$ cat src/rtl/dmem_access_ctrl.sv
// dmem_access_ctrl: MEM-stage data-memory access controller.
// Turns single-cycle load/store controls from EX/MEM into a req/ack
// transaction with a variable-latency memory, stalling the pipeline
// while the access is outstanding. A wait counter bounds every access.
// Optional feature macro: DMEM_ALIGN_CHECK_EN (rejects misaligned
// addresses without issuing a memory request).
//
// Memory handshake: mem_req_o is a registered level held high from the
// first WAIT cycle until the cycle mem_ack_i is seen; address, data and
// write enable are stable for that whole window. mem_ack_i (with
// mem_rdata_i) is only looked at while mem_req_o is high, and a single
// acked cycle completes the access.
module dmem_access_ctrl #(
    parameter int ADDR_W  = 32,
    parameter int DATA_W  = 32,
    parameter int TIMEOUT = 16
) (
    input  logic              clk_i,
    input  logic              rst_i,
    input  logic              mem_read_i,
    input  logic              mem_write_i,
    input  logic [ADDR_W-1:0] addr_i,
    input  logic [DATA_W-1:0] wdata_i,
    output logic              stall_o,
    output logic [DATA_W-1:0] rdata_o,
    output logic              err_o,
    output logic              mem_req_o,
    output logic              mem_we_o,
    output logic [ADDR_W-1:0] mem_addr_o,
    output logic [DATA_W-1:0] mem_wdata_o,
    input  logic              mem_ack_i,
    input  logic [DATA_W-1:0] mem_rdata_i,
    output logic [1:0]        state_o
);

    localparam int CNT_W = $clog2(TIMEOUT + 1);

    typedef enum logic [1:0] {
        IDLE = 2'd0,
        WAIT = 2'd1,
        DONE = 2'd2
    } state_t;

    state_t           state;
    state_t           state_next;
    logic [CNT_W-1:0] wait_cnt;
    logic             active;
    logic             misaligned;
    logic             timeout_hit;

    assign active      = mem_read_i | mem_write_i;
    assign timeout_hit = (wait_cnt == CNT_W'(TIMEOUT));
    assign state_o     = state;

`ifdef DMEM_ALIGN_CHECK_EN
    assign misaligned = (addr_i[1:0] != 2'b00);
`else
    assign misaligned = 1'b0;
`endif

    // Next-state and combinational stall; DONE releases the pipeline.
    always_comb begin
        state_next = state;
        stall_o    = 1'b0;
        case (state)
            IDLE: begin
                if (active) begin
                    stall_o    = 1'b1;
                    state_next = misaligned ? DONE : WAIT;
                end
            end
            WAIT: begin
                stall_o = 1'b1;
                if (mem_ack_i || timeout_hit) begin
                    state_next = DONE;
                end
            end
            DONE: begin
                state_next = IDLE;
            end
            default: begin
                state_next = IDLE;
            end
        endcase
    end

    // State register plus registered memory-side and result outputs.
    always_ff @(posedge clk_i) begin
        if (rst_i) begin
            state       <= IDLE;
            mem_req_o   <= 1'b0;
            mem_we_o    <= 1'b0;
            mem_addr_o  <= '0;
            mem_wdata_o <= '0;
            rdata_o     <= '0;
            err_o       <= 1'b0;
            wait_cnt    <= '0;
        end else begin
            state <= state_next;
            err_o <= 1'b0;
            case (state)
                IDLE: begin
                    if (active) begin
                        if (misaligned) begin
                            // Rejected access: no request, error in DONE.
                            err_o <= 1'b1;
                            if (!mem_write_i) begin
                                rdata_o <= '0;
                            end
                        end else begin
                            // Write wins when both controls are high.
                            mem_req_o   <= 1'b1;
                            mem_we_o    <= mem_write_i;
                            mem_addr_o  <= addr_i;
                            mem_wdata_o <= wdata_i;
                            wait_cnt    <= '0;
                        end
                    end
                end
                WAIT: begin
                    if (mem_ack_i) begin
                        // Ack beats a coinciding timeout.
                        mem_req_o <= 1'b0;
                        mem_we_o  <= 1'b0;
                        if (!mem_we_o) begin
                            rdata_o <= mem_rdata_i;
                        end
                    end else if (timeout_hit) begin
                        mem_req_o <= 1'b0;
                        mem_we_o  <= 1'b0;
                        err_o     <= 1'b1;
                        if (!mem_we_o) begin
                            rdata_o <= '0;
                        end
                    end else if (wait_cnt < CNT_W'(TIMEOUT)) begin
                        // Saturating: never wraps back to zero.
                        wait_cnt <= wait_cnt + 1'b1;
                    end
                end
                default: begin
                end
            endcase
        end
    end

endmodule

$ cat config.mk
export PLATFORM = sky130hd
export DESIGN_NAME = dmem_access_ctrl
export DESIGN_NICKNAME = d
export VERILOG_FILES = /design/src/rtl/dmem_access_ctrl.sv
export SDC_FILE = /design/constraint.sdc
export NUM_CORES = 1
export LEC_CHECK = 0
export CORE_ASPECT_RATIO = 1.5
export CORE_MARGIN = 3
export CORE_UTILIZATION = 36
export CTS_CLUSTER_DIAMETER = 30
export DETAILED_ROUTE_END_ITERATION = 8
export HOLD_SLACK_MARGIN = 0.12
export PLACE_DENSITY = 0.76
export SLEW_MARGIN = 20
export SYNTH_ARGS = -nofsm -noshare
export SYNTH_HDL_FRONTEND = slang
export SYNTH_SLANG_ARGS = --single-unit
export TNS_END_PERCENT = 1
$ cat constraint.sdc
create_clock -name clk_i -period 1.5 [get_ports clk_i]
set_input_delay 0.225 -clock clk_i [delete_from_list [all_inputs] [get_ports clk_i]]
set_output_delay 0.225 -clock clk_i [all_outputs]
set_load 0.02 [all_outputs]
==> results of run 1 <==
-- timing repair --
| action | CTS | global route |
|---|---|---|
| endpoints found under the hold margin | 0 | 0 |
| setup endpoints to repair | 116 | 43 |
| resized for setup | 104 | 8 |
| buffers inserted | 0 | 3 |
-- layer usage --
layer	track usage	routed length [um]
met1	0.2032	4554
met2	0.3439	6178
met3	0.08338	1249
met4	0.06033	176
met5	0	0
-- power groups by stage --
stage / sequential (uW) / clock [uW] / combinational (uW)
finish: 3070 / 2180 / 1380
global route: 3090 / 2370 / 1490
CTS: 3070 / 2240 / 1370
detailed placement: 3140 / 0 / 1480
global placement: 3130 / 0 / 1460
floorplan: 3340 / 0 / 445
-- registers in the layout, summed over array words and instances (netlist names) --
register and flops:
state_o 2, wait_cnt 5, rdata_o 32, mem_we_o 1, mem_addr_o 32, mem_wdata_o 32, mem_req_o 1, err_o 1
-- layout by cell type, fill, tap and decap left out, types with 2 or more instances in the layout --
| cell type | instances |
|---|---|
| nand2_1 | 161 |
| dfxtp_1 | 102 |
| dlygate4sd2_1 | 100 |
| clkdlybuf4s50_1 | 99 |
| a21oi_1 | 70 |
| nand3_1 | 32 |
| o21ai_2 | 28 |
| buf_4 | 26 |
| clkbuf_16 | 9 |
| buf_12 | 8 |
| nor2_1 | 5 |
| nor3_1 | 4 |
| o21ai_0 | 4 |
| inv_1 | 3 |
| clkinv_4 | 3 |
| buf_6 | 3 |
| dfxtp_2 | 3 |
| inv_2 | 2 |
| xnor2_1 | 2 |
| nand3_2 | 2 |
| o21ai_1 | 2 |
| clkinv_2 | 2 |
-- cells in the mapped netlist --
| cell type | n | area share |
|---|---|---|
| a211oi_4 | 1 | 0.0050 |
| a21boi_0 | 1 | 0.0019 |
| a21oi_1 | 70 | 0.088 |
| a31oi_1 | 1 | 0.0016 |
| and3_1 | 1 | 0.0016 |
| and4bb_2 | 1 | 0.0031 |
| buf_2 | 8 | 0.010 |
| buf_4 | 2 | 0.0038 |
| buf_6 | 6 | 0.017 |
| clkbuf_1 | 19 | 0.018 |
| clkinv_1 | 1 | 0.00094 |
| dfxtp_1 | 106 | 0.53 |
| ha_1 | 2 | 0.0063 |
| inv_1 | 5 | 0.0047 |
| nand2_1 | 161 | 0.15 |
| nand2b_1 | 1 | 0.0016 |
| nand2b_2 | 1 | 0.0022 |
| nand3_1 | 33 | 0.041 |
| nand3_2 | 1 | 0.0025 |
| nand4b_1 | 1 | 0.0022 |
| nand4bb_4 | 1 | 0.0069 |
| nor2_1 | 6 | 0.0056 |
| nor3_1 | 5 | 0.0063 |
| nor4_1 | 1 | 0.0016 |
| o2111ai_1 | 1 | 0.0022 |
| o211a_1 | 1 | 0.0025 |
| o21ai_0 | 6 | 0.0075 |
| o21ai_2 | 28 | 0.061 |
| o21bai_1 | 1 | 0.0019 |
| o31ai_1 | 1 | 0.0019 |
| or3_1 | 1 | 0.0016 |
| or3b_1 | 1 | 0.0022 |
| or4b_1 | 1 | 0.0025 |
| xnor2_1 | 2 | 0.0044 |
-- path summary, 6_finish.rpt --
path	depth (start not counted)	slack, ns	end
worst min register to register	2	0.45	mem_addr_o[16]
worst max register to register	8	-0.02	rdata_o[15]
worst min-delay path	3	0.28	wait_cnt[4]
worst max-delay path	8	-0.02	rdata_o[15]
-- per-stage QoR --
stage          setup slack, ns    util  setup TNS [ns]  power (uW)  cells
3_3_place_gp           -0.3095  0.5967          -25.34        4587    823
2_1_floorplan       -0.0007500       -       -0.008289        3784    478
4_1_cts               -0.02811  0.6109         -0.2336        6685    839
3_5_place_dp           -0.3346  0.5967          -27.87        4618    823
6_report              -0.01540  0.6159        -0.03260        6626    842
5_1_grt               -0.05960  0.6159         -0.7975        6955    842
-- logic make-up (layout without fill, tap and decap cells) --
logic type,Yosys count,count (layout),synth area share
DFF,106,106,0.5302
and+or+nand+nor,216,216,0.2320
buffers and inverters,41,261,0.05408
adders and majority gates,2,2,0.006251
xor gates and xnor gates,2,2,0.004377
AOI/OAI and AO/OA,111,111,0.1732
-- worst reg2reg max path, stage by stage, from the launching register on --
cell	delay, ns
dfxtp_2	0.32
inv_2	0.06
ha_4	0.14
nand4bb_4	0.13
a211oi_4	0.27
buf_12	0.19
buf_12	0.17
nand3_1	0.11
o21ai_2	0.07
-- final cells by class --
class	instances	area, sq um
inverters	6	22.52
repair buffers	239	2285
well taps	144	180.2
flip-flops and latches	106	2130
clock buffers	10	229.0
multi-input cells	331	1704
clock inverters	6	43.79
fillers	961	4111
==> results_dict.tcl, run 1 <==
set metrics [dict create \
    holdBufCountCts 0 \
    hpwl_um 9111 \
    vias_per_cell 4.825 \
    antennaDiodeCount 0 \
    period_share 1.010 \
    core_region_area_sq_um 10710 \
    crit_path_frequent_cell "buf_12" \
    fin_skew_ns 0.009233 \
    syn_avg_cell_area_sq_um 8.374 \
    timing.final.crit_period_ns 1.515 \
    antenna_found_initial 0 \
    cap_violations 0 \
    start_util 0.3739 \
    vdd_ir_drop_max_v 0.0006388 \
    num_vias 4063 \
    routedWlPerCell_um 14.44 \
    pwr-share-clk 0.329 \
    max_freq_mhz 659.9 \
    yosys_warnings 0 \
    cts_tree "yes" \
    routed_wl_um 12160 \
    yosysUniqueCellTypes 34 \
    setup.worst_path.start "wait_cnt[1]" \
    path_class "reg -> reg" \
    syn_area_sq_um 4003 \
    die_w_um 92.10 \
    tightest_slew_ns 0.3172 \
    violations "negative setup slack" \
    place_congestion 0.8628 \
    status "finished with violations" \
    clockRootBuffer "clkbuf_16" \
    drc 0 \
    hold_viol 0 \
    grt_pass1_vias 4004 \
    rr_startpoint "wait_cnt[1]" \
    cp.required_ns 1.78 \
    grt_start_max_net_pins 65 \
    path_cells "inv_2 > ha_4 > nand4bb_4 > a211oi_4 > buf_12 > buf_12 > nand3_1 > o21ai_2" \
    holdWs_ns 0.2827 \
    path_clk_slew_ns 0.07 \
    drt_iter0_drc 97 \
    switchingPower_uw 1861 \
    die_h_um 135.1 \
    dr.pass1.iters 5 \
    critPathBufInv 3 \
    finalSetupViolations 5 \
    cts.sinks 106 \
    slew_violations 0 \
    num_io_pins 203 \
    ys_seq_elements 106 \
    clock_latency_ns 0.35 \
    cts.htree.levels 3 \
    design_area_sq_um 6594 \
    synth_nets 581 \
    pwr-share-seq 0.463 \
    num-nets-final 796 \
    antenna_left 0 \
    swShare 0.2809 \
    grt_first_pass_wirelength_um 19200 \
    cp_slowest_cell "dfxtp_2" \
    cpLargestDelayFamily "buffers and inverters" \
    powerDensity_nw_per_um2 1005 \
    rsz0062_at_grt "true" \
    seq_area_frac_synth 0.5302 \
    placed_cell_area_sq_um 6387 \
    dieArea_sq_um 12450 \
    slew-limit-headroom 0.7866 \
    combPwrFrac 0.208 \
    cts_made_buffers 9 \
    grt_usage 0.1925 \
    worstPathMaxFanout 16 \
    start_kind "flip-flop" \
    worst_slack_ns -0.01540 \
    arrival_ns 1.80 \
    synthToLayoutAreaGrowth_pct 64.74 \
    grt_overflow 0 \
    cts_buffer_depth 2 \
    min_from "rst_i" \
    row_count 46 \
    syn-instance-count 478 \
    crit_path_end_kind "flip-flop" \
    portBuffers 202 \
    hold_path.class "in -> reg" \
    slowest_delay_ns 0.32 \
    p_leak_uw 0.002946 \
    cell_internal_pwr_uw 4765 \
    drive_above_1_share 0.1418 \
]
Note: power is estimated with default switching activity, not from simulation.
==> inputs of run 2 (changes only) <==
Settings changed: CORE_ASPECT_RATIO 1.5 to not set, CORE_UTILIZATION 36 to 43, GPL_TIMING_DRIVEN set to 0, PLACE_DENSITY 0.76 to 0.86.
Clock period 1.5 ns to 1.9 ns, I/O delays scaled along.
==> run 2 against run 1 <==
Effect of this change:
- the flow now finishes without violations
- die area decreased by 16%
- global-route usage increased by 3.1 points
- fmax decreased by 14%
- core utilization increased by 9.8 points
- sequential power decreased by 21%
- via count decreased by 0.81%
- register-to-register slack improved by 0.16 ns
==> results_dict.tcl, run 2 (synthesized netlist as in run 1, its figures left out) <==
set metrics [dict create \
    postCtsSetupBuffers 0 \
    hold_path.class "reg -> reg" \
    drive_above_1_share 0.09626 \
    clock_latency_ns 0.35 \
    finish.utilization 0.7138 \
    rsz0062_at_grt "true" \
    routed_wl_um 12090 \
    reg2reg_slack_ns 0.14 \
    antennaDiodeCount 0 \
    p_leak_uw 0.002365 \
    holdBufCountCts 0 \
    grt_usage 0.2237 \
    hpwl_um 9366 \
    start_util 0.4502 \
    grt_overflow 0 \
    tightest_slew_ns 0.5658 \
    status "finished, final reports clean" \
    clockRootBuffer "clkbuf_8" \
    cpLargestDelayFamily "compound AO/OA/AOI/OAI gates" \
    cts_made_buffers 9 \
    fin_skew_ns 0.01143 \
    mostFrequentLayoutCell "clkdlybuf4s50_1" \
    hold_viol 0 \
    arrival_ns 2.04 \
    path_depth 7 \
    drc 0 \
    synthToLayoutAreaGrowth_pct 58.55 \
    grt_start_max_net_pins 18 \
    num_vias 4030 \
    r2r_cells 7 \
    pwr-share-clk 0.267 \
    cap_violations 0 \
    cts_buffer_depth 2 \
    drt_iter0_drc 122 \
    n_fill_cell 688 \
    num-nets-final 794 \
    cts.htree.levels 3 \
    grt_pass1_vias 3956 \
    vias_per_cell 5.012 \
    rr_startpoint "wait_cnt[0]" \
    dr.pass1.iters 5 \
    r2r-end "rdata_o[3]" \
    core_region_area_sq_um 8891 \
    timing.final.crit_period_ns 1.755 \
    largest_registers "mem_addr_o: 32 flops, mem_wdata_o: 32 flops, rdata_o: 32 flops" \
    place_congestion 0.8528 \
    dieArea_sq_um 10500 \
    antenna_found_initial 0 \
    die_h_um 102.5 \
    row_count 34 \
    powerDensity_nw_per_um2 757.2 \
    swShare 0.2906 \
    crit_path_end_kind "flip-flop" \
    grt_first_pass_wirelength_um 18570 \
    worstPathMaxFanout 10 \
    cts_tree "yes" \
    pwr-share-seq 0.506 \
    period_share 0.9239 \
    num_io_pins 203 \
    cell_internal_pwr_uw 3408 \
    path_cells "inv_1 > ha_2 > nand4bb_4 > a211oi_4 > buf_6 > nand3_1 > o21ai_2" \
    slowest_delay_ns 0.54 \
    antenna_left 0 \
    switchingPower_uw 1397 \
    cp.required_ns 2.18 \
    setup.worst_path.start "wait_cnt[0]" \
    hold_path_depth 2 \
    slew-limit-headroom 0.6216 \
    finalSetupViolations 0 \
    critPathBufInv 2 \
    start_kind "flip-flop" \
    total_power_uw 4805 \
    die_w_um 102.5 \
    critPathCapture "rdata_o[3]" \
    routedWlPerCell_um 15.03 \
    slew_violations 0 \
    vdd_ir_drop_max_v 0.0005079 \
    cts.sinks 106 \
    final_cell_mix "clkdlybuf4s50_1 (200), nand2_1 (161), dfxtp_1 (105)" \
    portBuffers 202 \
    path_clk_slew_ns 0.09 \
    cp_slowest_cell "a211oi_4" \
    path_class "reg -> reg" \
    combPwrFrac 0.227 \
    max_freq_mhz 569.6 \
]
[run 2: changes by cell type in the layout (fill, tap and decap cells not counted), moves of 3 or more]
cell,change
dfxtp_1,+3
clkbuf_8,+10
clkbuf_1,+18
clkbuf_16,-9
dlygate4sd2_1,-99
buf_4,-24
buf_6,+3
buf_12,-8
buf_2,+7
clkdlybuf4s50_1,+101
[run 2: power by group through the flow]
stage	Sequential, uW	Combinational, uW	Clock, uW
CTS	2430	1100	1310
finish	2430	1090	1280
detailed placement	2480	1090	0
global route	2450	1180	1400
floorplan	2640	349	0
global placement	2470	1080	0
[run 2: timing repair]
action	in CTS	in global routing
setup endpoints to repair	1	29
gates cloned	0	0
pin swaps	0	1
resized for setup	2	4
[run 2: worst min-delay path by stage]
stage	end	slack (ns)	start
after global placement	mem_wdata_o[11]	0.44	mem_wdata_o[11]
after CTS	mem_addr_o[20]	0.45	addr_i[20]
after floorplan	err_o	0.36	mem_ack_i
after detailed placement	mem_addr_o[8]	0.45	mem_addr_o[8]
final	mem_addr_o[30]	0.46	mem_addr_o[30]
after global routing	mem_addr_o[0]	0.45	addr_i[0]
[run 2: metal layers]
metal  track usage  vias to the layer above  wire length [um]
met4       0.04541                        0                72
li1              -                     2008                 -
met2        0.4047                      169              6028
met5             0                        -                 0
met1        0.2447                     1846              4643
met3       0.09352                        7              1339
[run 2: cell type report]
cell class / count / area, sq um / area share
Tap cell: 108 / 135.1 / 0.02129
Multi-Input combinational cell: 331 / 1667 / 0.2626
Inverter: 6 / 22.52 / 0.003549
Sequential cell: 106 / 2123 / 0.3346
Buffer: 35 / 195.2 / 0.03076
Clock buffer: 11 / 141.4 / 0.02228
Timing Repair Buffer: 202 / 2023 / 0.3188
Clock inverter: 5 / 38.79 / 0.006112
[run 2: metrics by stage]
| stage | area (sq um) | hold WS [ns] | setup TNS [ns] | instances | setup WS (ns) |
|---|---|---|---|---|---|
| floorplan | 4003 | 0.3635 | 0 | 478 | 0.2952 |
| global placement | 6160 | 0.4405 | -8.450 | 788 | -0.1752 |
| detailed placement | 6160 | 0.4470 | -10.69 | 788 | -0.2367 |
| CTS | 6340 | 0.4520 | 0 | 804 | 0.07110 |
| global route | 6346 | 0.4479 | -0.004121 | 804 | -0.001921 |
| finish | 6346 | 0.4576 | 0 | 804 | 0.1445 |
[run 2: worst register-to-register path: cells and delay by family (launching register included)]
| family | cells | cell delay [ns] |
|---|---|---|
| DFF | 1 | 0.36 |
| buffers and inverters | 2 | 0.29 |
| adders and majority gates | 1 | 0.20 |
| AOI/OAI and AO/OA | 2 | 0.61 |
| and+or+nand+nor | 2 | 0.24 |
==> inputs of run 3 (changes only) <==
Settings changed: CTS_CLUSTER_DIAMETER 30 to not set.
==> results of run 3 <==
The final DEF is identical to that of run 2; final timing and power are the same.
